### config.mk
export PLATFORM = sky130hd
export DESIGN_NAME = sounder_ctrl
export DESIGN_NICKNAME = d
export VERILOG_FILES = /design/src/rtl/sounder_ctrl.sv
export SDC_FILE = /design/constraint.sdc
export NUM_CORES = 1
export LEC_CHECK = 0
export BUFFER_PORTS_ARGS = -buffer_cell sky130_fd_sc_hd__buf_4
export CAP_MARGIN = 20
export CELL_PAD_IN_SITES_DETAIL_PLACEMENT = 2
export CELL_PAD_IN_SITES_GLOBAL_PLACEMENT = 2
export CORE_ASPECT_RATIO = 1.4
export CORE_MARGIN = 2
export CORE_UTILIZATION = 25
export CTS_BUF_LIST = sky130_fd_sc_hd__clkbuf_4 sky130_fd_sc_hd__clkbuf_8 sky130_fd_sc_hd__clkbuf_16
export DETAILED_ROUTE_END_ITERATION = 8
export MAX_ROUTING_LAYER = met4
export PLACE_DENSITY_LB_ADDON = 0.1
export SLEW_MARGIN = 15
export SYNTH_ARGS = -nofsm -noshare
export SYNTH_HDL_FRONTEND = slang
export SYNTH_SLANG_ARGS = --single-unit
export TNS_END_PERCENT = 10
### constraint.sdc
create_clock -name clk_i -period 3.6 [get_ports clk_i]
set_input_delay 0.9 -clock clk_i [delete_from_list [all_inputs] [get_ports clk_i]]
set_output_delay 0.9 -clock clk_i [all_outputs]
set_load 0.01 [all_outputs]
### src/rtl/sounder_ctrl.sv
// Sounder sequencer: a serial register bank plus an IDLE/ARM/RUN/DRAIN FSM.
// It paces PN-generator chip strobes and counts periods for finite or free-running runs.
module sounder_ctrl #(
    parameter logic [6:0] BASE = 7'd64
) (
    input  logic        clk_i,
    input  logic        rst_i,
    input  logic [6:0]  saddr_i,
    input  logic [31:0] sdata_i,
    input  logic        sstrobe_i,
    output logic        tx_ena_o,
    output logic        rx_ena_o,
    output logic        loopback_o,
    output logic        chip_strobe_o,
    output logic        pn_rst_o,
    output logic [15:0] mask_o,
    output logic [13:0] ampl_o,
    output logic        period_end_o,
    output logic        done_o,
    output logic        busy_o
);

    typedef enum logic [1:0] {IDLE, ARM, RUN, DRAIN} state_t;

    state_t state, state_nxt;

    logic [2:0]  ctrl_r;
    logic [4:0]  degree_r;
    logic [13:0] ampl_r;
    logic [15:0] div_r;
    logic [15:0] nper_r;

    logic [2:0]  run_ctrl;
    logic [15:0] mask_lat;
    logic [15:0] last_chip;
    logic [15:0] div_lat;
    logic [15:0] nper_lat;
    logic [15:0] div_cnt;
    logic [15:0] chip_cnt;
    logic [15:0] per_cnt;

    logic wr_ctrl, wr_degree, wr_ampl, wr_div, wr_nper;
    logic start_req, stop_req, deg_ok, active;
    logic chip_strobe, period_end, run_done;
    logic unused_sdata;

    function automatic logic [15:0] mask_for(input logic [4:0] deg);
        logic [15:0] m;
        case (deg)
            5'd2:    m = 16'h0003;
            5'd3:    m = 16'h0006;
            5'd4:    m = 16'h000C;
            5'd5:    m = 16'h0014;
            5'd6:    m = 16'h0030;
            5'd7:    m = 16'h0060;
            5'd8:    m = 16'h00B8;
            5'd9:    m = 16'h0110;
            5'd10:   m = 16'h0240;
            5'd11:   m = 16'h0500;
            5'd12:   m = 16'h0E08;
            5'd13:   m = 16'h1C80;
            5'd14:   m = 16'h3802;
            5'd15:   m = 16'h6000;
            5'd16:   m = 16'hD008;
            default: m = 16'h0000;
        endcase
        return m;
    endfunction

    // Last chip index of a period is L-1 = 2^deg - 2; deg 16 needs the 17-bit intermediate.
    function automatic logic [15:0] last_chip_for(input logic [4:0] deg);
        logic [16:0] full;
        full = (17'd1 << deg) - 17'd2;
        return full[15:0];
    endfunction

    assign wr_ctrl   = sstrobe_i && (saddr_i == BASE);
    assign wr_degree = sstrobe_i && (saddr_i == BASE + 7'd1);
    assign wr_ampl   = sstrobe_i && (saddr_i == BASE + 7'd2);
    assign wr_div    = sstrobe_i && (saddr_i == BASE + 7'd3);
    assign wr_nper   = sstrobe_i && (saddr_i == BASE + 7'd4);

    assign start_req = wr_ctrl && (sdata_i[1:0] != 2'b00);
    assign stop_req  = wr_ctrl && (sdata_i[1:0] == 2'b00);
    assign deg_ok    = (degree_r >= 5'd2) && (degree_r <= 5'd16);
    assign active    = (state == RUN) || (state == DRAIN);

    assign chip_strobe = active && (div_cnt == 16'd0);
    assign period_end  = chip_strobe && (chip_cnt == last_chip);
    assign run_done    = period_end && (nper_lat != 16'd0) && (per_cnt == nper_lat - 16'd1);

    assign unused_sdata = &{1'b0, sdata_i[31:16]};

    always_comb begin
        state_nxt = state;
        case (state)
            IDLE:  if (start_req && deg_ok) state_nxt = ARM;
            ARM:   state_nxt = RUN;
            RUN: begin
                if (run_done || (stop_req && period_end)) state_nxt = IDLE;
                else if (stop_req)                         state_nxt = DRAIN;
            end
            DRAIN: if (period_end) state_nxt = IDLE;
            default: state_nxt = IDLE;
        endcase
    end

    always_ff @(posedge clk_i) begin
        if (!rst_i) begin
            state    <= IDLE;
            ctrl_r   <= '0;
            degree_r <= '0;
            ampl_r   <= '0;
            div_r    <= '0;
            nper_r   <= '0;
            run_ctrl <= '0;
            mask_lat <= '0;
            last_chip <= '0;
            div_lat  <= '0;
            nper_lat <= '0;
            div_cnt  <= '0;
            chip_cnt <= '0;
            per_cnt  <= '0;
        end else begin
            state <= state_nxt;
            if (wr_ctrl)   ctrl_r   <= sdata_i[2:0];
            if (wr_degree) degree_r <= sdata_i[4:0];
            if (wr_ampl)   ampl_r   <= sdata_i[13:0];
            if (wr_div)    div_r    <= sdata_i[15:0];
            if (wr_nper)   nper_r   <= sdata_i[15:0];

            case (state)
                ARM: begin
                    run_ctrl  <= ctrl_r;
                    mask_lat  <= mask_for(degree_r);
                    last_chip <= last_chip_for(degree_r);
                    div_lat   <= div_r;
                    nper_lat  <= nper_r;
                    div_cnt   <= '0;
                    chip_cnt  <= '0;
                    per_cnt   <= '0;
                end
                RUN, DRAIN: begin
                    // Enable changes apply live while running; a stop write leaves them for the drain.
                    if (state == RUN && start_req) run_ctrl <= sdata_i[2:0];
                    div_cnt <= (div_cnt == div_lat) ? 16'd0 : div_cnt + 16'd1;
                    if (chip_strobe) chip_cnt <= period_end ? 16'd0 : chip_cnt + 16'd1;
                    if (period_end)  per_cnt  <= per_cnt + 16'd1;
                end
                default: ;
            endcase
        end
    end

    assign tx_ena_o      = active && run_ctrl[0];
    assign rx_ena_o      = active && run_ctrl[1];
    assign loopback_o    = active && run_ctrl[2];
    assign chip_strobe_o = chip_strobe;
    assign pn_rst_o      = (state == ARM);
    assign mask_o        = mask_lat;
    assign ampl_o        = ampl_r;
    assign period_end_o  = period_end;
    assign done_o        = run_done;
    assign busy_o        = (state != IDLE);

endmodule

==> flow_metrics.tcl, run 1 <==
set metrics [dict create \
    status "complete, no violations" \
    cp_max_fo 8 \
    syn2layout_area_growth_pct 20.8 \
    ys.flop_type "dfxtp_1" \
    synthArstFlopShare 0 \
    ctsHoldBuffers 0 \
    reg2reg_to "last_chip[13]" \
    reg2reg_slack_ns 0.89 \
    synth_area_um2 8360 \
    ioPinCount 80 \
    wl_per_cell_um 18.4 \
    netlist-cell-type-count 64 \
    power_density_nw_per_um2 462 \
    rsz0062_at_grt "yes" \
    clock_latency_ns 0.45 \
    relSlewSlack 0.475 \
    r2r_start "degree_r[0]" \
    vias 7495 \
    seq_area_frac_synth 0.409 \
    track_usage 0.177 \
    totalWireLength_um 28500 \
    cts_made_buffers 17 \
    final_hold_viol_count 0 \
    drive_gt1_frac 0.152 \
    fin_cells 1552 \
    initial_core_util 0.253 \
    ir_worst_vdd_mv 0.262 \
    yosys.area.top_type "dfxtp_1" \
    grt_overflow_total 0 \
    cp-startpoint "nper_lat[0]" \
    worstMarginPinSlew_ns 0.787 \
    max-cap-violations 0 \
    crit_path_start_kind "flip-flop" \
    synthCells 1044 \
    nFillCells 3830 \
    period_needed_ns 3.56 \
    diodes 0 \
    cts.path.max_buffers 2 \
    clk_pin_slew_ns 0.07 \
    synth_top_cell_area_share 0.409 \
    finalCritPeriodShare 0.989 \
    syn_avg_cell_area_um2 8.01 \
    cp-end-kind "output pin" \
    final_nets 1148 \
    final-setup-viol-count 0 \
    fin_skew_ns 0.0113 \
    core_area_um2 33100 \
    drtIter0Drc 185 \
    ys_ff_latch 171 \
    fp-row-count 79 \
    yosysWarnings 0 \
    fp.dieH_um 220 \
    place_congestion 0.782 \
    synth_most_common_cell "nand2_1" \
    crit_type "reg2out" \
    min_path_type "reg2reg" \
    drv_slew 0 \
    hpwl_um 20500 \
    total_power_uw 4670 \
    max_freq_ghz 0.281 \
    synth_commonest_cells "nand2_1, dfxtp_1, nor2_1" \
    synthTopCellsByArea "dfxtp_1, nand2_1, a21oi_1" \
    dr.pass1.iters 4 \
    dp.cells 1517 \
    rr_worst_depth 9 \
    synth-edff-count 0 \
    root_buffer "clkbuf_16" \
    fp.dieArea_um2 35000 \
    htree_levels 4 \
    fp.dieW_um 159 \
    arrival_ns 2.66 \
    p_leak_uw 0.00365 \
    cp.required_ns 2.70 \
    grt_pass1_wl_um 45600 \
    grt_max_degree 66 \
    cts_tree "built" \
    port_buffers 63 \
    antenna_found_initial 0 \
    via_per_inst 4.83 \
    crit_path_end "done_o" \
    antenna_left 0 \
    cts.sinks 171 \
    drc 0 \
    grt_pass1_vias 7986 \
    synth_nets 1098 \
]
## state kept, by name (all words and copies together) (netlist names)
signal     count
div_r         16
state          2
degree_r       5
ampl_o        14
div_cnt       16
per_cnt       16
nper_lat      16
ctrl_r         3
nper_r        16
run_ctrl       3
last_chip     16
mask_o        16
div_lat       16
chip_cnt      16
## logic make-up after synthesis
kind of cell,Yosys count,share of synthesized area
flip-flops,171,0.409
XOR/XNOR,71,0.0744
buffers and inverters,86,0.0402
adder cells (fa/ha/maj),12,0.0180
multiplexers,41,0.0495
AND/OR/NAND/NOR,450,0.251
AO/OA/AOI/OAI,213,0.157
## worst min path at each step
stage	startpoint	endpoint	cells after the start
after CTS	nper_r[2]	nper_lat[2]	2
after global placement	nper_r[4]	nper_lat[4]	2
after detailed placement	nper_r[13]	nper_lat[13]	2
final	nper_r[2]	nper_lat[2]	2
after floorplan	nper_r[2]	nper_lat[2]	2
after global routing	nper_r[1]	nper_lat[1]	2
## report_power, final
group	internal, uW	switching [uW]
Combinational	261	449
Clock	1070	909
Sequential	1940	37.0
## repair_timing
action,in CTS,in global routing
hold endpoints to repair,0,0
resized for setup,16,6
pin swaps,6,3
endpoints found under the setup margin,1,1
setup buffers,3,0
## final cells by class
| class | count | area [um^2] | share of cell area |
|---|---|---|---|
| multi-input combinational | 787 | 4650 | 0.461 |
| sequential | 171 | 3440 | 0.340 |
| timing repair buffer | 100 | 767 | 0.0760 |
| tap | 445 | 557 | 0.0551 |
| clock buffer | 18 | 439 | 0.0435 |
| clock inverter | 14 | 178 | 0.0176 |
| inverter | 17 | 65.1 | 0.00644 |
## cell usage in the layout, fill, tap and decap left out, types with 4 or more instances in the layout
cell type / n
inv_6: 4
nand3_1: 23
nor2b_1: 26
or2_2: 5
nand3b_1: 6
nor3_1: 21
or3_1: 6
and2_1: 10
dfxtp_2: 6
nor4b_1: 4
nor4_1: 18
nor2_1: 107
a22oi_1: 15
nand4_1: 16
dfxtp_1: 163
a21boi_0: 16
xor2_1: 28
nand2b_1: 5
nor3b_1: 6
inv_8: 4
clkbuf_16: 17
a21o_1: 6
inv_1: 15
a21oi_1: 84
o21ai_0: 43
a31oi_1: 5
and3_1: 7
ha_1: 11
xnor2_1: 43
a211oi_1: 8
nand2_1: 175
mux2i_1: 38
buf_4: 98
## per-stage QoR
stage	area [um^2]	util	hold slack [ns]	setup slack [ns]	setup TNS [ns]
2_1_floorplan	8360	-	0.431	0.460	0
3_3_place_gp	9390	0.284	0.446	0.294	0
3_5_place_dp	9400	0.284	0.450	0.319	0
4_1_cts	10100	0.304	0.459	-0.0243	-0.0243
5_1_grt	10100	0.305	0.478	-0.124	-0.124
6_report	10100	0.305	0.448	0.0406	0
## routing by layer
metal  track usage  vias to the layer above  routed length, um
li1              -                     3696                  -
met1         0.212                     3698              12900
met2         0.306                       77              14600
met3        0.0306                       24                637
met4        0.0435                        0                357
met5             -                        -                  0
## worst max-delay path, cell delays in order, from the launching register on
cell       delay, ns
dfxtp_4         0.37
inv_1           0.08
ha_2            0.19
buf_6           0.14
nand2_2         0.07
xnor2_1         0.15
a2111oi_2       0.35
nand4b_1        0.15
or4_4           0.52
inv_1           0.07
buf_4           0.11
Power figures use the tool's default switching activity.
==> inputs of run 2 (changes only) <==
--- a/config.mk
+++ b/config.mk
@@ -11,10 +11,10 @@
 export CELL_PAD_IN_SITES_GLOBAL_PLACEMENT = 2
 export CORE_ASPECT_RATIO = 1.4
-export CORE_MARGIN = 2
+export CORE_MARGIN = 3
 export CORE_UTILIZATION = 25
 export CTS_BUF_LIST = sky130_fd_sc_hd__clkbuf_4 sky130_fd_sc_hd__clkbuf_8 sky130_fd_sc_hd__clkbuf_16
 export DETAILED_ROUTE_END_ITERATION = 8
 export MAX_ROUTING_LAYER = met4
-export PLACE_DENSITY_LB_ADDON = 0.1
+export PLACE_DENSITY = 0.67
 export SLEW_MARGIN = 15
 export SYNTH_ARGS = -nofsm -noshare
==> constraint.sdc (replaced) <==
create_clock -name clk_i -period 3.6 [get_ports clk_i]
set_input_delay 0.9 -clock clk_i [delete_from_list [all_inputs] [get_ports clk_i]]
set_output_delay 0.9 -clock clk_i [all_outputs]
set_load 0.005 [all_outputs]
==> run 2 against run 1 <==
  * Highest routed layer unchanged
  * Via count grew 0.28%
  * Clock power fell by 7%
  * Global-route usage fell by 1.8 points
  * Clock skew shrank 0.0058 ns
  * Flip-flop and latch count did not move
  * The flow now finishes with violations (setup timing)
  * Fmax down 1.8%
  * Critical path depth fell by 2
  * Worst setup slack got worse by 0.064 ns
  * Count of clock-buffer cells in the layout fell by 1
==> flow_metrics.tcl, run 2 (synthesized netlist as in run 1, its figures left out) <==
set metrics [dict create \
    min_path_type "reg2reg" \
    vias 7516 \
    totalWireLength_um 27100 \
    power_density_nw_per_um2 452 \
    fp.dieH_um 222 \
    cell_internal_pwr_uw 3190 \
    hpwl_um 19200 \
    fp.dieArea_um2 35700 \
    max_freq_ghz 0.276 \
    cp-end-kind "output pin" \
    drc 0 \
    grt_overflow_total 0 \
    track_usage 0.159 \
    crit_slowest_cell "or4_4" \
    cts_tree "built" \
    cp_max_fo 5 \
    drive_gt1_frac 0.156 \
    grt_pass1_vias 8190 \
    power.share.clock 0.407 \
    diodes 0 \
    dr.pass1.iters 4 \
    clk_pin_slew_ns 0.07 \
    max-cap-violations 0 \
    status "finished with violations" \
    cp.required_ns 2.70 \
    via_per_inst 4.87 \
    fin_cells 1544 \
    cts_made_buffers 17 \
    final_common_cell "nand2_1" \
    clock_latency_ns 0.45 \
    fp-row-count 78 \
    ioPinCount 80 \
    syn2layout_area_growth_pct 20.2 \
    htree_levels 4 \
    crit_type "reg2out" \
    final_nets 1145 \
    use_met2 0.288 \
    grt-busiest-layer "met2" \
    ir_worst_vdd_mv 0.328 \
    finalCritPeriodShare 1.01 \
    worstMarginPinSlew_ns 0.733 \
    antenna_found_initial 0 \
    place_congestion 0.790 \
    p_switching_uw 1360 \
    pwr-share-seq 0.435 \
    port_buffers 63 \
    slowest_delay_ns 0.56 \
    antenna_left 0 \
    rsz0062_at_grt "yes" \
    grt_pass1_wl_um 44300 \
    initial_core_util 0.256 \
    use_met3 0.0254 \
    crit_path_cell_trace "nor4_4, nand4_1, a21boi_2, a2111oi_2, nand4b_1, or4_4, inv_2, buf_6" \
    final_hold_viol_count 0 \
    dp.cells 1507 \
    cts.sinks 171 \
    final.setup.worst_slack_ns -0.0235 \
    core_area_um2 32700 \
    use_met1 0.181 \
    relSlewSlack 0.511 \
    grt_max_degree 73 \
    drv_slew 0 \
    layout_common_cells "nand2_1, dfxtp_1, nor2_1" \
    fin_skew_ns 0.00552 \
    period_needed_ns 3.62 \
    ctsHoldBuffers 0 \
    cts.path.max_buffers 2 \
    root_buffer "clkbuf_16" \
    crit_path_start_kind "flip-flop" \
    p_sw_frac 0.299 \
    arrival_ns 2.72 \
    final-setup-viol-count 1 \
    fp.dieW_um 161 \
    drtIter0Drc 279 \
    power_frac_comb 0.159 \
    fin_setup_tns_ns -0.0235 \
    wl_per_cell_um 17.5 \
    violations "setup timing" \
    p_leak_uw 0.00362 \
]
[run 2: layer usage]
metal,vias to the layer above,wire [um]
met5,-,0
met4,0,360
met3,20,518
met2,72,14400
met1,3746,11800
li1,3678,-
[run 2: critical path: cells and delay by family, from the launching register on]
family / cells / cell delay, ns
buffers and inverters: 2 / 0.17
AOI/OAI and AO/OA: 2 / 0.51
DFF: 1 / 0.36
and+or+nand+nor: 4 / 1.23
[run 2: worst paths after layout]
path,from,end,slack (ns),cells after the start
worst min-delay path,nper_r[1],nper_lat[1],0.45,2
worst max register to register,degree_r[0],last_chip[13],0.98,10
worst min register to register,nper_r[1],nper_lat[1],0.45,2
worst max-delay path,nper_lat[5],done_o,-0.02,8
[run 2: timing repair]
action | CTS | global route
resized for setup | 15 | 9
endpoints found under the setup margin | 1 | 1
setup buffers | 2 | 3
pin swaps | 5 | 6
[run 2: area by class of cell]
| class | count | area, um^2 |
|---|---|---|
| Fill cell | 3771 | 22600 |
| Timing Repair Buffer | 97 | 744 |
| Multi-Input combinational cell | 787 | 4670 |
| Clock inverter | 15 | 158 |
| Tap cell | 440 | 551 |
| Sequential cell | 171 | 3440 |
| Clock buffer | 17 | 425 |
| Inverter | 17 | 65.1 |
[run 2: power groups by stage]
stage	Sequential (uW)	Clock (uW)	Combinational, uW
after floorplan	2010	0	405
after global placement	2020	0	681
after detailed placement	2020	0	693
after CTS	1980	1930	708
after global routing	1980	2000	807
final	1980	1850	721
[run 2: through the flow]
stage	power [uW]	util	setup WS (ns)	instance area, um^2	hold WS (ns)
3_5_place_dp	2710	0.286	0.197	9360	0.446
2_1_floorplan	2410	-	0.489	8360	0.431
3_3_place_gp	2700	0.286	0.185	9360	0.441
4_1_cts	4610	0.306	-0.0337	9990	0.452
5_1_grt	4790	0.307	-0.159	10000	0.480
6_report	4550	0.307	-0.0235	10000	0.453
==> inputs of run 3 (changes only) <==
ABC_AREA = 1   (was unset)
GPL_TIMING_DRIVEN = 0   (was unset)
PLACE_DENSITY = 0.72   (was 0.67)
clock period = 3.25 ns   (was 3.6 ns; I/O delays follow)
==> run 3 against run 2 <==
  * The run now ends clean
  * Routed wire length rose by 43%
  * Count of clock-buffer cells in the layout rose by 1
  * Power rose by 0.29%
  * Sequential power rose by 7%
  * Die area rose by 8.1%
  * Critical endpoint is now loopback_o
  * Critical path type unchanged
==> flow_metrics.tcl, run 3 <==
set metrics [dict create \
    cp-startpoint "state[1]" \
    synth_nets 1426 \
    drtIter0Drc 411 \
    fin_cells 1929 \
    fp.dieW_um 167 \
    diodes 0 \
    track_usage 0.208 \
    cts_tree "built" \
    min_from "mask_o[13]" \
    hpwl_um 30600 \
    antenna_found_initial 0 \
    cts.sinks 171 \
    clock_latency_ns 0.46 \
    synth_commonest_cells "nand2_1, dfxtp_1, nor2_1" \
    yosys.area.top_type "dfxtp_1" \
    rsz0062_at_grt "yes" \
    synth_area_um2 9060 \
    final_common_cell "nand2_1" \
    grt_overflow_total 0 \
    finalCritPeriodShare 0.962 \
    cp_max_fo 10 \
    place_congestion 0.851 \
    totalWireLength_um 38700 \
    root_buffer "clkbuf_16" \
    ir_worst_vdd_mv 0.225 \
    min_to "mask_o[13]" \
    yosysWarnings 0 \
    drive_gt1_frac 0.130 \
    htree_levels 4 \
    grt_max_degree 18 \
    r2r_start "degree_r[0]" \
    cp.required_ns 2.44 \
    drc 0 \
    reg2reg_to "last_chip[15]" \
    layout_common_cells "nand2_1, dfxtp_1, nor2_1" \
    synth_top_cell_area_share 0.378 \
    seq_area_frac_synth 0.378 \
    wl_per_cell_um 20.0 \
    fp.dieArea_um2 38600 \
    ioPinCount 80 \
    final_hold_viol_count 0 \
    rr_worst_depth 17 \
    crit_path_start_kind "flip-flop" \
    syn2layout_area_growth_pct 19.2 \
    core_area_um2 35400 \
    drv_slew 0 \
    synth_most_common_cell "nand2_1" \
    dp.cells 1891 \
    via_per_inst 4.94 \
    power_density_nw_per_um2 422 \
    syn_avg_cell_area_um2 6.60 \
    max-cap-violations 0 \
    fin_skew_ns 0.0112 \
    grt_pass1_wl_um 60300 \
    ys.flop_type "dfxtp_1" \
    ctsHoldBuffers 0 \
    worstMarginPinSlew_ns 1.00 \
    initial_core_util 0.256 \
    total_power_uw 4560 \
    status "complete, no violations" \
    whs_path_depth 2 \
    dr.pass1.iters 4 \
    fp.dieH_um 231 \
    p_leak_uw 0.00470 \
    port_buffers 63 \
    final_nets 1514 \
    synthCells 1372 \
    cts_made_buffers 17 \
    ys_ff_latch 171 \
    whs_ns 0.470 \
    reg2reg_slack_ns 0.38 \
    clk_pin_slew_ns 0.07 \
    crit_type "reg2out" \
    synthTopCellsByArea "dfxtp_1, nand2_1, a21oi_1" \
    antenna_left 0 \
    final-setup-viol-count 0 \
    cts.path.max_buffers 2 \
    vias 9529 \
    cp-end-kind "output pin" \
    fp-row-count 81 \
    max_freq_ghz 0.320 \
    min_path_type "reg2reg" \
    netlist-cell-type-count 44 \
    synth-edff-count 0 \
    grt_pass1_vias 10514 \
    relSlewSlack 0.331 \
    arrival_ns 2.32 \
    synthArstFlopShare 0 \
    period_needed_ns 3.13 \
]
## run 3: worst max-delay path by stage
stage          slack (ns)  cells past startpoint          to
4_1_cts             -0.22                     10      done_o
3_3_place_gp         0.26                     13      done_o
3_5_place_dp         0.15                     13      done_o
2_1_floorplan        0.89                     11      done_o
5_1_grt             -0.06                     12      done_o
6_report             0.12                      5  loopback_o
## run 3: critical path: stages (launching register included)
cell and delay [ns]:
dfxtp_1 0.43, clkbuf_1 0.61, clkbuf_2 0.43, nand2_1 0.18, inv_1 0.09, buf_4 0.10
## run 3: per-stage QoR
| stage | setup TNS, ns | setup slack (ns) | util | cell area, um^2 |
|---|---|---|---|---|
| after floorplan | 0 | 0.890 | - | 9060 |
| after global placement | 0 | 0.257 | 0.286 | 10100 |
| after detailed placement | 0 | 0.146 | 0.286 | 10100 |
| after CTS | -0.215 | -0.215 | 0.303 | 10700 |
| after global routing | -0.0571 | -0.0560 | 0.305 | 10800 |
| final | 0 | 0.122 | 0.305 | 10800 |
## run 3: cells by family after synthesis
family / after synthesis / synth area share
AOI/OAI and AO/OA: 307 / 0.178
xor gates and xnor gates: 26 / 0.0251
adders and majority gates: 12 / 0.0166
buffers and inverters: 227 / 0.0973
DFF: 171 / 0.378
and+or+nand+nor: 629 / 0.305
## run 3: layout make-up
cell class / instances / area (um^2)
inverter: 175 / 659
clock buffer: 18 / 433
sequential: 171 / 3430
tap: 456 / 571
fill: 4292 / 24600
clock inverter: 14 / 155
multi-input combinational: 974 / 4810
timing repair buffer: 69 / 518
buffer: 52 / 228
## run 3: repair_timing
| item | in CTS | in global routing |
|---|---|---|
| endpoints found under the setup margin | 4 | 4 |
| setup buffers | 2 | 4 |
| pin swaps | 1 | 4 |
| resized for setup | 4 | 17 |
| endpoints found under the hold margin | 0 | 0 |
## run 3: power breakdown
part	internal [uW]	switching (uW)	leakage [uW]
clock	1100	1020	0.000280
sequential	2110	13.2	0.00138
combinational	95.3	227	0.00304
## run 3: layer usage
| metal | global-route usage | up-vias | routed length, um |
|---|---|---|---|
| met5 | - | - | 0 |
| met4 | 0.0867 | 0 | 1500 |
| met3 | 0.0244 | 60 | 845 |
| met2 | 0.402 | 120 | 21400 |
| met1 | 0.210 | 4710 | 14900 |
| li1 | - | 4639 | - |
